`src/rtl/bscac7_lane_scheduler_if.sv`:
```
// bscac7_lane_scheduler_if: handshake and TSV bus between the 7-lane BSCAC scheduler and its environment.
//   in_valid_i/in_ready_o/in_data_i : upstream 7-bit word push (bit i -> lane i)
//   tx_en_i, flush_i                : transmit-slot strobe, synchronous FIFO clear
//   cand_bits_o/free_mask_i         : candidate bits out, lanes 1..6 free mask back (bit j-1 -> lane j)
//   tsv_state_o, tx_fire_o, pop_mask_o, starve_o, fill_min_o : TSV drive and status
interface bscac7_lane_scheduler_if #(
    parameter int DEPTH = 8
);
    logic                         in_valid_i;
    logic                         in_ready_o;
    logic [6:0]                   in_data_i;
    logic                         tx_en_i;
    logic                         flush_i;
    logic [6:0]                   cand_bits_o;
    logic [5:0]                   free_mask_i;
    logic [6:0]                   tsv_state_o;
    logic                         tx_fire_o;
    logic [6:0]                   pop_mask_o;
    logic [5:0]                   starve_o;
    logic [$clog2(DEPTH+1)-1:0]   fill_min_o;
    modport master (
        output in_valid_i, in_data_i, tx_en_i, flush_i, free_mask_i,
        input  in_ready_o, cand_bits_o, tsv_state_o, tx_fire_o, pop_mask_o, starve_o, fill_min_o
    );
    modport slave (
        input  in_valid_i, in_data_i, tx_en_i, flush_i, free_mask_i,
        output in_ready_o, cand_bits_o, tsv_state_o, tx_fire_o, pop_mask_o, starve_o, fill_min_o
    );
endinterface

```
`src/rtl/bscac7_lane_scheduler.sv`:
```
// bscac7_lane_scheduler: per-lane FIFOs feeding the registered 7-TSV state, popping lanes allowed by the free mask.
//   clk, rst : clock, synchronous active-high reset
//   bus      : slave side of bscac7_lane_scheduler_if (push handshake, transmit control, TSV drive, status)
module bscac7_lane_scheduler #(
    parameter int DEPTH     = 8,
    parameter int MAX_STALL = 15
) (
    input  logic                     clk,
    input  logic                     rst,
    bscac7_lane_scheduler_if.slave   bus
);
    localparam int AW = $clog2(DEPTH);
    localparam int CW = $clog2(DEPTH+1);
    localparam int SW = $clog2(MAX_STALL+1);

    logic [DEPTH-1:0] mem_q [7];
    logic [AW-1:0]    wr_ptr_q, wr_ptr_d;
    logic [AW-1:0]    rd_ptr_q [7];
    logic [AW-1:0]    rd_ptr_d [7];
    logic [CW-1:0]    cnt_q [7];
    logic [CW-1:0]    cnt_d [7];
    logic [SW-1:0]    stall_q [6];
    logic [SW-1:0]    stall_d [6];
    logic [6:0]       tsv_q, tsv_d, pop_mask_q, pop_mask_d, head, nonempty, pop;
    logic [5:0]       starve_q, starve_d;
    logic             tx_fire_q, full, push, tx;
    logic [CW-1:0]    min_c;

    always_comb begin
        full = 1'b0;
        for (int i = 0; i < 7; i++) begin
            head[i]     = mem_q[i][rd_ptr_q[i]];
            nonempty[i] = cnt_q[i] != '0;
            full        = full | (cnt_q[i] == CW'(DEPTH));
        end
        // all lanes share one write pointer because every push writes all seven lanes
        push       = bus.in_valid_i & ~full & ~bus.flush_i;
        tx         = bus.tx_en_i & nonempty[0] & ~bus.flush_i;
        pop        = {{6{tx}} & bus.free_mask_i & nonempty[6:1], tx};
        wr_ptr_d   = bus.flush_i ? '0 : wr_ptr_q + AW'(push);
        pop_mask_d = tx ? pop : pop_mask_q;
        min_c      = cnt_q[0];
        for (int i = 0; i < 7; i++) begin
            rd_ptr_d[i] = bus.flush_i ? '0 : rd_ptr_q[i] + AW'(pop[i]);
            cnt_d[i]    = bus.flush_i ? '0 : cnt_q[i] + CW'(push) - CW'(pop[i]);
            tsv_d[i]    = pop[i] ? head[i] : tsv_q[i];
            min_c       = (cnt_q[i] < min_c) ? cnt_q[i] : min_c;
        end
        // stall counters survive flush; only a pop of that lane or rst clears them
        for (int i = 0; i < 6; i++) begin
            stall_d[i]  = pop[i+1] ? '0 :
                          (tx & nonempty[i+1] & (stall_q[i] != SW'(MAX_STALL))) ? stall_q[i] + SW'(1) :
                          stall_q[i];
            starve_d[i] = starve_q[i] | (stall_d[i] == SW'(MAX_STALL));
        end
    end

    always_ff @(posedge clk) begin
        if (rst) begin
            wr_ptr_q   <= '0;
            tsv_q      <= '0;
            pop_mask_q <= '0;
            starve_q   <= '0;
            tx_fire_q  <= 1'b0;
            for (int i = 0; i < 7; i++) begin
                rd_ptr_q[i] <= '0;
                cnt_q[i]    <= '0;
            end
            for (int i = 0; i < 6; i++) stall_q[i] <= '0;
        end else begin
            wr_ptr_q   <= wr_ptr_d;
            tsv_q      <= tsv_d;
            pop_mask_q <= pop_mask_d;
            starve_q   <= starve_d;
            tx_fire_q  <= tx;
            for (int i = 0; i < 7; i++) begin
                rd_ptr_q[i] <= rd_ptr_d[i];
                cnt_q[i]    <= cnt_d[i];
            end
            for (int i = 0; i < 6; i++) stall_q[i] <= stall_d[i];
        end
    end

    // storage needs no reset: counts gate every read
    always_ff @(posedge clk) begin
        if (push) for (int i = 0; i < 7; i++) mem_q[i][wr_ptr_q] <= bus.in_data_i[i];
    end

    assign bus.in_ready_o  = ~full & ~bus.flush_i;
    assign bus.cand_bits_o = (nonempty & head) | (~nonempty & tsv_q);
    assign bus.tsv_state_o = tsv_q;
    assign bus.tx_fire_o   = tx_fire_q;
    assign bus.pop_mask_o  = pop_mask_q;
    assign bus.starve_o    = starve_q;
    assign bus.fill_min_o  = min_c;
endmodule

```
`src/flat_wrapper.sv`:
```
// flat-port wrapper written by rule: the top's interface ports become plain ports
module bscac7_lane_scheduler_flat 
#(
    parameter int DEPTH     = 8,
    parameter int MAX_STALL = 15
)
  (clk, rst, bus_in_valid_i, bus_in_data_i, bus_tx_en_i, bus_flush_i, bus_free_mask_i, bus_in_ready_o, bus_cand_bits_o, bus_tsv_state_o, bus_tx_fire_o, bus_pop_mask_o, bus_starve_o, bus_fill_min_o);
  bscac7_lane_scheduler_if #(.DEPTH(DEPTH)) bus_i ();
  input  logic clk;
  input  logic rst;
  input wire logic [$bits(bus_i.in_valid_i)-1:0] bus_in_valid_i;
  input wire logic [$bits(bus_i.in_data_i)-1:0] bus_in_data_i;
  input wire logic [$bits(bus_i.tx_en_i)-1:0] bus_tx_en_i;
  input wire logic [$bits(bus_i.flush_i)-1:0] bus_flush_i;
  input wire logic [$bits(bus_i.free_mask_i)-1:0] bus_free_mask_i;
  output wire logic [$bits(bus_i.in_ready_o)-1:0] bus_in_ready_o;
  output wire logic [$bits(bus_i.cand_bits_o)-1:0] bus_cand_bits_o;
  output wire logic [$bits(bus_i.tsv_state_o)-1:0] bus_tsv_state_o;
  output wire logic [$bits(bus_i.tx_fire_o)-1:0] bus_tx_fire_o;
  output wire logic [$bits(bus_i.pop_mask_o)-1:0] bus_pop_mask_o;
  output wire logic [$bits(bus_i.starve_o)-1:0] bus_starve_o;
  output wire logic [$bits(bus_i.fill_min_o)-1:0] bus_fill_min_o;
  assign bus_i.in_valid_i = bus_in_valid_i;
  assign bus_i.in_data_i = bus_in_data_i;
  assign bus_i.tx_en_i = bus_tx_en_i;
  assign bus_i.flush_i = bus_flush_i;
  assign bus_i.free_mask_i = bus_free_mask_i;
  assign bus_in_ready_o = bus_i.in_ready_o;
  assign bus_cand_bits_o = bus_i.cand_bits_o;
  assign bus_tsv_state_o = bus_i.tsv_state_o;
  assign bus_tx_fire_o = bus_i.tx_fire_o;
  assign bus_pop_mask_o = bus_i.pop_mask_o;
  assign bus_starve_o = bus_i.starve_o;
  assign bus_fill_min_o = bus_i.fill_min_o;
  bscac7_lane_scheduler #(.DEPTH(DEPTH), .MAX_STALL(MAX_STALL)) u_core (.clk(clk), .rst(rst), .bus(bus_i));
endmodule
```
`config.mk`:
```
export PLATFORM = sky130hd
export DESIGN_NAME = bscac7_lane_scheduler_flat
export DESIGN_NICKNAME = d
export VERILOG_FILES = /design/src/rtl/bscac7_lane_scheduler_if.sv /design/src/rtl/bscac7_lane_scheduler.sv /design/src/flat_wrapper.sv
export SDC_FILE = /design/constraint.sdc
export NUM_CORES = 1
export LEC_CHECK = 0
export ABC_AREA = 1
export CORE_MARGIN = 1.5
export CORE_UTILIZATION = 60
export DETAILED_ROUTE_END_ITERATION = 8
export GPL_TIMING_DRIVEN = 1
export PLACE_DENSITY = 0.81
export SLEW_MARGIN = 20
export SYNTH_ARGS = -nofsm -noshare
export SYNTH_HDL_FRONTEND = slang
export SYNTH_SLANG_ARGS = --single-unit
```
`constraint.sdc`:
```
create_clock -name clk -period 7.7 [get_ports clk]
set_input_delay 1.54 -clock clk [delete_from_list [all_inputs] [get_ports clk]]
set_output_delay 1.54 -clock clk [all_outputs]
set_load 0.01 [all_outputs]
```
==> results of run 1 <==
[path summary, 6_finish.rpt]
path / end / cells after the start
worst max register to register: u_core.cnt_q[2][3] / 17
worst max-delay path: bus_fill_min_o[1] / 44
worst min-delay path: u_core.bus.pop_mask_o[6] / 2
worst min register to register: u_core.bus.pop_mask_o[6] / 2
[stage by stage]
step	total power, mW	setup WS [ps]	std cells	util
after floorplan	1.13	1250	874	-
after global placement	1.22	545	1089	0.673
after detailed placement	1.23	326	1089	0.673
after CTS	1.99	8.06	1121	0.717
after global routing	2.06	16.3	1121	0.720
final	1.98	491	1121	0.720
[logic make-up after synthesis]
logic type | synth area share
muxes | 0.0144
xor gates and xnor gates | 0.0168
adders and majority gates | 0.154
and+or+nand+nor | 0.187
DFF | 0.463
AOI/OAI and AO/OA | 0.0919
buffers and inverters | 0.0729
[routing by layer]
layer,vias to the layer above,routed length (um),track usage
li1,3033,-,-
met1,2800,7260,0.315
met2,131,8020,0.433
met3,31,606,0.0561
met4,0,297,0.0884
met5,-,0,0
[registers in the layout, indices dropped and copies added, names as in the netlist]
| name | count |
|---|---|
| u_core.wr_ptr_q | 3 |
| u_core.cnt_q | 28 |
| u_core.mem_q | 56 |
| u_core.rd_ptr_q | 21 |
| u_core.bus.tx_fire_o | 1 |
| u_core.stall_q | 24 |
| u_core.bus.tsv_state_o | 7 |
| u_core.bus.starve_o | 6 |
| u_core.bus.pop_mask_o | 7 |
[worst max-delay path: cells and delay by family (launching register included)]
family                   cells  cell delay [ps]
AO/OA/AOI/OAI                5              840
AND/OR/NAND/NOR             28             1920
flip-flops                   1              430
adder cells (fa/ha/maj)      6             1690
buffers and inverters        5              340
[placed cells by master, fill, tap and decap left out, types with 6 or more instances in the layout]
| cell type | n |
|---|---|
| nor2_1 | 164 |
| inv_1 | 135 |
| dfxtp_1 | 95 |
| nand2_1 | 85 |
| ha_1 | 84 |
| edfxtp_1 | 56 |
| nand3_1 | 47 |
| clkdlybuf4s50_1 | 46 |
| o21ai_0 | 35 |
| a21oi_1 | 21 |
| clkbuf_16 | 17 |
| nand2_2 | 13 |
| o32ai_1 | 12 |
| mux2_2 | 10 |
| a211oi_1 | 10 |
| nor3_1 | 9 |
| xnor2_1 | 8 |
| a31oi_1 | 7 |
| nor4_1 | 7 |
| xor2_1 | 7 |
| nor3b_1 | 7 |
| fa_1 | 7 |
| inv_2 | 6 |
| o21a_1 | 6 |
[what timing repair did]
action / CTS / global route
endpoints found under the setup margin: 4 / 4
pin swaps: 0 / 0
gates resized for setup: 2 / 13
[cell type report]
cell class,count,area (um2),area share
timing repair buffer,53,533,0.0584
inverter,142,533,0.0584
clock inverter,14,113,0.0123
sequential,153,3630,0.398
tap,172,215,0.0236
multi-input combinational,569,3670,0.403
clock buffer,18,429,0.0470
[power groups by stage]
stage	Clock, mW	Combinational, mW	Sequential, mW
final	0.772	0.356	0.851
after CTS	0.778	0.359	0.851
after global routing	0.807	0.401	0.852
after floorplan	0	0.263	0.868
after detailed placement	0	0.356	0.869
after global placement	0	0.349	0.868
==> results.toml, run 1 <==
[outcome]
status = "finished clean"

[worst_setup_path]
slowest_stage = "dfxtp_1"
critPathMaxFanout = 5
crit_required_ps = 6160
worst_setup_path_start_kind = "register"
cp_common_cell = "nand2_1"
worstSetupPathType = "reg -> out"
r2r_slack_ps = 3850
crit_arrival_ps = 5670
critPathLaunch = "u_core.cnt_q[1][1]"
cp-end-kind = "primary output"
slowest_delay_ps = 430
regToRegStartpoint = "u_core.cnt_q[0][3]"

[synth]
syn_inst = 874
synth.most_common_cell = "nor2_1"
ys_seq_area_frac = 0.463
synth.cell_area_um2 = 7830
async_flop_share = 0
yosysTopAreaCellShare = 0.248
syn_nets = 984
synth_edf_count = 56
ys_ff_latch = 153
syn_avg_cell_area_um2 = 8.95
synth_top_area_cell = "dfxtp_1"
synth_area_leaders = "dfxtp_1 25%, edfxtp_1 21%, ha_1 14%"
yosys.cell_types.count = 38
synth_common_cells = "165 x nor2_1, 137 x inv_1, 97 x dfxtp_1"
synth-main-ff-cell = "dfxtp_1"
synth-warning-count = 0

[sta]
tightest_slew_ps = 870
fmax_ghz = 0.139
finalHoldViolations = 0
min_period_over_period = 0.936
report.final.setup_viol = 0
clock_skew_ps = 6.09
hold_ws_ps = 466
final_max_slew_viol_count = 0
fin_crit_ps = 7210
rsz0062_at_grt = "false"
tns_ps = 0
max-slew-margin-rel = 0.418

[detailed_routing]
firstDrtPassIters = 5
ant_nets = 0
route.vias.total = 5995
viasPerCell = 5.35
drt_wl_total_mm = 16.2
wl_per_cell_um = 14.4
drc = 0
drt_iter0_markers = 505

[pwr]
p_per_area_nw_per_um2 = 217
sequentialPowerShare = 0.430
power_frac_clock = 0.390
peakVddDrop_v = 0.000290
p_int_mw = 1.40
p_sw_frac = 0.291
p_comb_frac = 0.180
p_leak_nw = 3.82
power_switching_uw = 575

[finish]
diodes = 0
layout.nets = 1046
final_area_um2 = 9130
fillCellCount = 941
drive_gt1_frac = 0.0854
syn_to_final_growth_pct = 16.6

[hold_path]
min-delay-start = "u_core.bus.pop_mask_o[6]"
hold_class = "reg -> reg"

[die]
start_util = 0.618
die_area_um2 = 13700
die_w_um = 117
ios = 51
coreArea_um2 = 12700
fp.dieH_um = 117
num_rows = 41

[clocking]
root_buffer = "clkbuf_16"
cts_buffers = 17
cts_sinks = 153
cts_tree = "built"
clkLatencyLatePin_ps = 430
hold_buffers = 0
postCtsSetupBuffers = 0
htree_num_levels = 4
cts_buffer_depth = 2
clk_pin_slew_ps = 60

[placement]
port_buffers = 50
gp_congestion = 0.871
place_area_um2 = 8530
dp_hpwl_mm = 11.4

[grt]
grt_overflow_total = 0
grt_antenna_before_repair = 0
grt_max_degree = 53
grt_use_total = 0.253
grt_pass1_wl_mm = 26.6
grt_pass1_vias = 5704

[job]
cap_violations = 0
(Power assumes the default switching activity.)
==> inputs of run 2 (changes only) <==
--- a/config.mk
+++ b/config.mk
@@ -6,6 +6,7 @@
 export NUM_CORES = 1
 export LEC_CHECK = 0
 export ABC_AREA = 1
+export CAP_MARGIN = 20
 export CORE_MARGIN = 1.5
 export CORE_UTILIZATION = 60
 export DETAILED_ROUTE_END_ITERATION = 8
==> results of run 2 <==
The final DEF is identical to that of run 1; final timing and power are the same.
